===== config.mk =====
export PLATFORM = sky130hd
export DESIGN_NAME = slot_alloc_16
export DESIGN_NICKNAME = d
export VERILOG_FILES = /design/src/rtl/slot_alloc_16.sv
export SDC_FILE = /design/constraint.sdc
export NUM_CORES = 1
export LEC_CHECK = 0
export ABC_CLOCK_PERIOD_IN_PS = 5700
export BUFFER_PORTS_ARGS = -buffer_cell sky130_fd_sc_hd__buf_2
export CORE_MARGIN = 4
export CORE_UTILIZATION = 30
export CTS_BUF_LIST = sky130_fd_sc_hd__clkbuf_4
export DETAILED_ROUTE_END_ITERATION = 16
export PLACE_DENSITY = 0.59
export SLEW_MARGIN = 10
export SYNTH_ARGS = -nofsm -noshare
export SYNTH_HDL_FRONTEND = slang
export SYNTH_SLANG_ARGS = --single-unit

===== constraint.sdc =====
create_clock -name clk -period 5.7 [get_ports clk]
set_clock_uncertainty 0.2 [all_clocks]
set_input_delay 0.285 -clock clk [delete_from_list [all_inputs] [get_ports clk]]
set_output_delay 0.285 -clock clk [all_outputs]
set_load 0.02 [all_outputs]

===== src/rtl/slot_alloc_16.sv =====
// rtl/slot_alloc_16.sv - 16-entry slot allocator with lowest-free or round-robin search
module slot_alloc_16 #(
    parameter int SEARCH_RR = 0
) (
    input  logic        clk,
    input  logic        reset,
    input  logic        flush,
    input  logic        alloc_valid,
    output logic        alloc_ready,
    output logic [3:0]  alloc_idx,
    input  logic        free_valid,
    input  logic [3:0]  free_idx,
    output logic [15:0] busy_map,
    output logic [4:0]  count,
    output logic        full,
    output logic        empty,
    output logic        free_err
);

    logic [3:0]  rr_ptr;
    logic [15:0] free_vec;
    logic [15:0] low_onehot;
    logic [31:0] busy_dbl;
    logic [15:0] rot_free;
    logic [15:0] rot_onehot;
    logic [3:0]  low_enc;
    logic [3:0]  rot_enc;
    logic [3:0]  search_idx;
    logic        fire_alloc;
    logic        fire_free;
    logic        bad_free;
    logic [15:0] grant_mask;
    logic [15:0] release_mask;

    assign full        = (count == 5'd16);
    assign empty       = (count == 5'd0);
    assign alloc_ready = ~full;

    // Lowest set bit isolated as x & -x, giving a one-hot vector to encode.
    assign free_vec   = ~busy_map;
    assign low_onehot = free_vec & (~free_vec + 16'd1);

    // Rotating through a doubled map puts slot rr_ptr+j at bit j.
    assign busy_dbl   = {busy_map, busy_map};
    assign rot_free   = ~busy_dbl[rr_ptr +: 16];
    assign rot_onehot = rot_free & (~rot_free + 16'd1);

    always_comb begin
        low_enc = 4'd0;
        rot_enc = 4'd0;
        for (int i = 0; i < 16; i++) begin
            if (low_onehot[i]) low_enc = low_enc | 4'(i);
            if (rot_onehot[i]) rot_enc = rot_enc | 4'(i);
        end
    end

    assign search_idx = (SEARCH_RR != 0) ? (rr_ptr + rot_enc) : low_enc;
    assign alloc_idx  = alloc_ready ? search_idx : 4'd0;

    assign fire_alloc   = alloc_valid & alloc_ready;
    assign fire_free    = free_valid & busy_map[free_idx];
    assign bad_free     = free_valid & ~busy_map[free_idx];
    assign grant_mask   = fire_alloc ? (16'd1 << alloc_idx) : 16'd0;
    assign release_mask = fire_free ? (16'd1 << free_idx) : 16'd0;

    always_ff @(posedge clk or posedge reset) begin
        if (reset) begin
            busy_map <= 16'd0;
            count    <= 5'd0;
            rr_ptr   <= 4'd0;
            free_err <= 1'b0;
        end else if (flush) begin
            busy_map <= 16'd0;
            count    <= 5'd0;
            rr_ptr   <= 4'd0;
            free_err <= 1'b0;
        end else begin
            // Grant and release never target the same slot: one is free, the other busy.
            busy_map <= (busy_map | grant_mask) & ~release_mask;
            case ({fire_alloc, fire_free})
                2'b10:   count <= count + 5'd1;
                2'b01:   count <= count - 5'd1;
                default: count <= count;
            endcase
            if (fire_alloc) rr_ptr <= alloc_idx + 4'd1;
            free_err <= bad_free;
        end
    end

endmodule


==> results.py <==
metrics = {
    "run_status": {
        "status": "complete, no violations",
    },
    "power": {
        "powerDensity_nw_per_um2": 200.9,
        "peakVddDrop_mv": 0.08348,
        "p_leak_nw": 0.8530,
    },
    "clocking": {
        "worstSkewPairLatency_ps": 320,
        "clockRootBuffer": "clkbuf_4",
        "cts_tree": "yes",
        "cts.clk_slew.worst_paths_ps": 140,
        "clock_sinks": 22,
        "cts_max_level": 1,
        "cts_inserted_buffers": 3,
        "postCtsSetupBuffers": 0,
        "cts_buffer_depth": 2,
        "cts_resized": 0,
    },
    "die": {
        "dieArea_um2": 6567,
        "fp-row-count": 26,
        "coreArea_um2": 5140,
        "fp.dieH_um": 81.04,
        "io_pins": 38,
        "die_width_um": 81.04,
        "start_util_pct": 31.13,
    },
    "layout": {
        "finalNetCount": 219,
        "num_antenna_cells": 0,
        "final_common_cell": "buf_2",
        "fillers": 547,
        "drive_above_1_share_pct": 26.34,
        "design_area_um2": 1913,
        "mostFrequentLayoutCells": "buf_2, dfrtp_1, nor2_1",
        "syn2layout_area_growth_pct": 19.55,
    },
    "sta": {
        "finalSetupTns_ps": 0,
        "fin_ws_ps": 2631,
        "slew_headroom_pct": 40.42,
        "rsz0062_at_grt": "no",
        "fmax_mhz": 325.8,
        "period_needed_ps": 3069,
        "slew_viol_final": 0,
        "period_share_pct": 53.84,
        "max_slew.worst_pin.slew_ps": 892.7,
        "final_hold_viol_count": 0,
        "setup_viol": 0,
        "hold_slack_ps": 100.2,
    },
    "setup_path": {
        "cp-end-kind": "register",
        "cp.arrival_ps": 3070,
        "max_stage_delay_ps": 490,
        "cp_cell_sequence": "mux4_2, o22ai_2, o32ai_4, and2_1, fa_1, a21o_1, a21oi_1, and2_1, mux2i_1, xnor2_1, nor2_1",
        "crit_fanout": 7,
        "r2r_setup_slack_ps": 2630,
        "r2r_cells": 11,
        "worstReg2RegStart": "busy_map[0]$_DFF_PP0_",
        "cp_common_cell": "and2_1",
        "worstSetupStartpointType": "register",
        "path_class": "reg2reg",
        "slowest_stage": "dfrtp_1",
        "r2r_end": "count[4]$_DFFE_PP0P_",
        "critPathRequiredTime_ps": 5700,
    },
    "global_route": {
        "antenna_found_initial": 0,
        "grt.overflow.total": 0,
        "grt_pass1_vias": 1496,
        "grt_pass1_wl_um": 7113,
        "grt_usage_pct": 13.90,
        "grt_max_degree": 23,
    },
    "synth": {
        "syn_nets": 181,
        "syn_avg_cell_area_um2": 9.526,
        "ys_seq_elements": 22,
        "syn-cell-area_um2": 1600,
        "ys_warn_count": 0,
        "synth_edf_count": 0,
        "synth_ff_type": "dfrtp_1",
        "synthCells": 168,
        "ys_types": 52,
        "ys_seq_area_share_pct": 34.40,
        "ys_async_sr_fraction_pct": 100.0,
    },
    "job": {
        "drv_cap": 0,
    },
    "min_path": {
        "hold_path_class": "in2reg",
        "hold_path_depth": 3,
        "worstHoldEndpoint": "free_err$_DFF_PP0_",
        "hp-start": "free_valid",
    },
    "route": {
        "postRouteAntennaNets": 0,
        "viasPerCell": 5.582,
        "wirelength_um": 4419,
        "drcViolationCount": 0,
        "wl_per_cell_um": 16.07,
        "vias": 1535,
        "drt_iter0_drc": 147,
        "firstDrtPassIters": 4,
    },
    "placed_design": {
        "dp_hpwl_um": 3358,
        "pre_cts_ws_ps": 2518,
        "dpl_cell_area_um2": 1851,
        "port_buffers": 37,
        "gp_congestion": 0.8581,
    },
}
## critical path, delay by kind of cell (launching register included)
| kind | cells | cell delay (ps) |
|---|---|---|
| AND/OR/NAND/NOR | 3 | 410 |
| XOR/XNOR | 1 | 140 |
| multiplexers | 2 | 570 |
| flip-flops | 1 | 490 |
| AO/OA/AOI/OAI | 4 | 730 |
| adder cells (fa/ha/maj) | 1 | 410 |
## Yosys cell counts (3+ instances only)
| cell type | count | area [um2] |
|---|---|---|
| buf_2 | 3 | 15.01 |
| a21oi_1 | 12 | 60.06 |
| nand4_1 | 4 | 25.02 |
| nor2b_1 | 5 | 31.28 |
| nor3_1 | 6 | 30.03 |
| a211oi_1 | 12 | 90.09 |
| ha_1 | 3 | 37.54 |
| nor2_1 | 17 | 63.81 |
| o21ai_1 | 3 | 15.01 |
| a311oi_1 | 4 | 35.03 |
| a31oi_1 | 3 | 18.77 |
| mux2i_1 | 5 | 50.05 |
| nor4_1 | 4 | 25.02 |
| dfrtp_1 | 22 | 550.5 |
| nand2_1 | 10 | 37.54 |
| nand2b_1 | 3 | 18.77 |
| and2_1 | 4 | 25.02 |
| inv_1 | 6 | 22.52 |
## flip-flops by register name, indices dropped and copies added, names as in the netlist
register	cells
busy_map	16
count	5
free_err	1
## report_power, final
| group | switching, mW | leakage (nW) | internal [mW] |
|---|---|---|---|
| Clock | 0.0529 | 0.0279 | 0.0711 |
| Sequential | 0.00909 | 0.303 | 0.161 |
| Combinational | 0.0572 | 0.522 | 0.0327 |
| Total | 0.119 | 0.853 | 0.265 |
## cell type report
type / count / area, um2 / area share [%]
clock buffer: 3 / 22.52 / 1.177
multi-input combinational: 135 / 1005 / 52.52
inverter: 6 / 22.52 / 1.177
tap: 70 / 87.58 / 4.578
sequential: 22 / 550.5 / 28.78
timing repair buffer: 38 / 195.2 / 10.20
clock inverter: 1 / 30.03 / 1.570
## metal layers
layer | global-route usage (%) | share of wire (%)
met1 | 18.74 | 45
met2 | 22.58 | 45
met3 | 3.326 | 8.9
met4 | 3.041 | 0.95
met5 | 0 | 0
## worst max path at each step
stage,start,to,slack (ps),depth (start not counted)
2_1_floorplan,busy_map[0]$_DFF_PP0_,count[4]$_DFFE_PP0P_,2730,11
3_3_place_gp,free_idx[1],count[4]$_DFFE_PP0P_,2560,12
3_5_place_dp,free_idx[0],count[4]$_DFFE_PP0P_,2520,12
4_1_cts,busy_map[0]$_DFF_PP0_,count[4]$_DFFE_PP0P_,2630,11
5_1_grt,busy_map[0]$_DFF_PP0_,count[4]$_DFFE_PP0P_,2460,11
6_report,busy_map[0]$_DFF_PP0_,count[4]$_DFFE_PP0P_,2630,11
## cells by family after synthesis
group	share of synthesized area, %
flip-flops	34.40
buffers and inverters	2.814
adder cells (fa/ha/maj)	3.597
AND/OR/NAND/NOR	21.42
XOR/XNOR	2.659
multiplexers	7.584
AO/OA/AOI/OAI	27.52
## stage by stage
| step | utilization (%) | instances | power (mW) |
|---|---|---|---|
| floorplan | - | 168 | 0.2362 |
| global placement | 36.00 | 270 | 0.2631 |
| detailed placement | 36.00 | 270 | 0.2627 |
| CTS | 37.22 | 275 | 0.3888 |
| global route | 37.22 | 275 | 0.4055 |
| finish | 37.22 | 275 | 0.3844 |
## repair_timing
action,CTS,global route
hold buffers,1,0
endpoints found under the hold margin,22,0
endpoints found under the setup margin,0,0
Note: power is estimated with default switching activity, not from simulation.
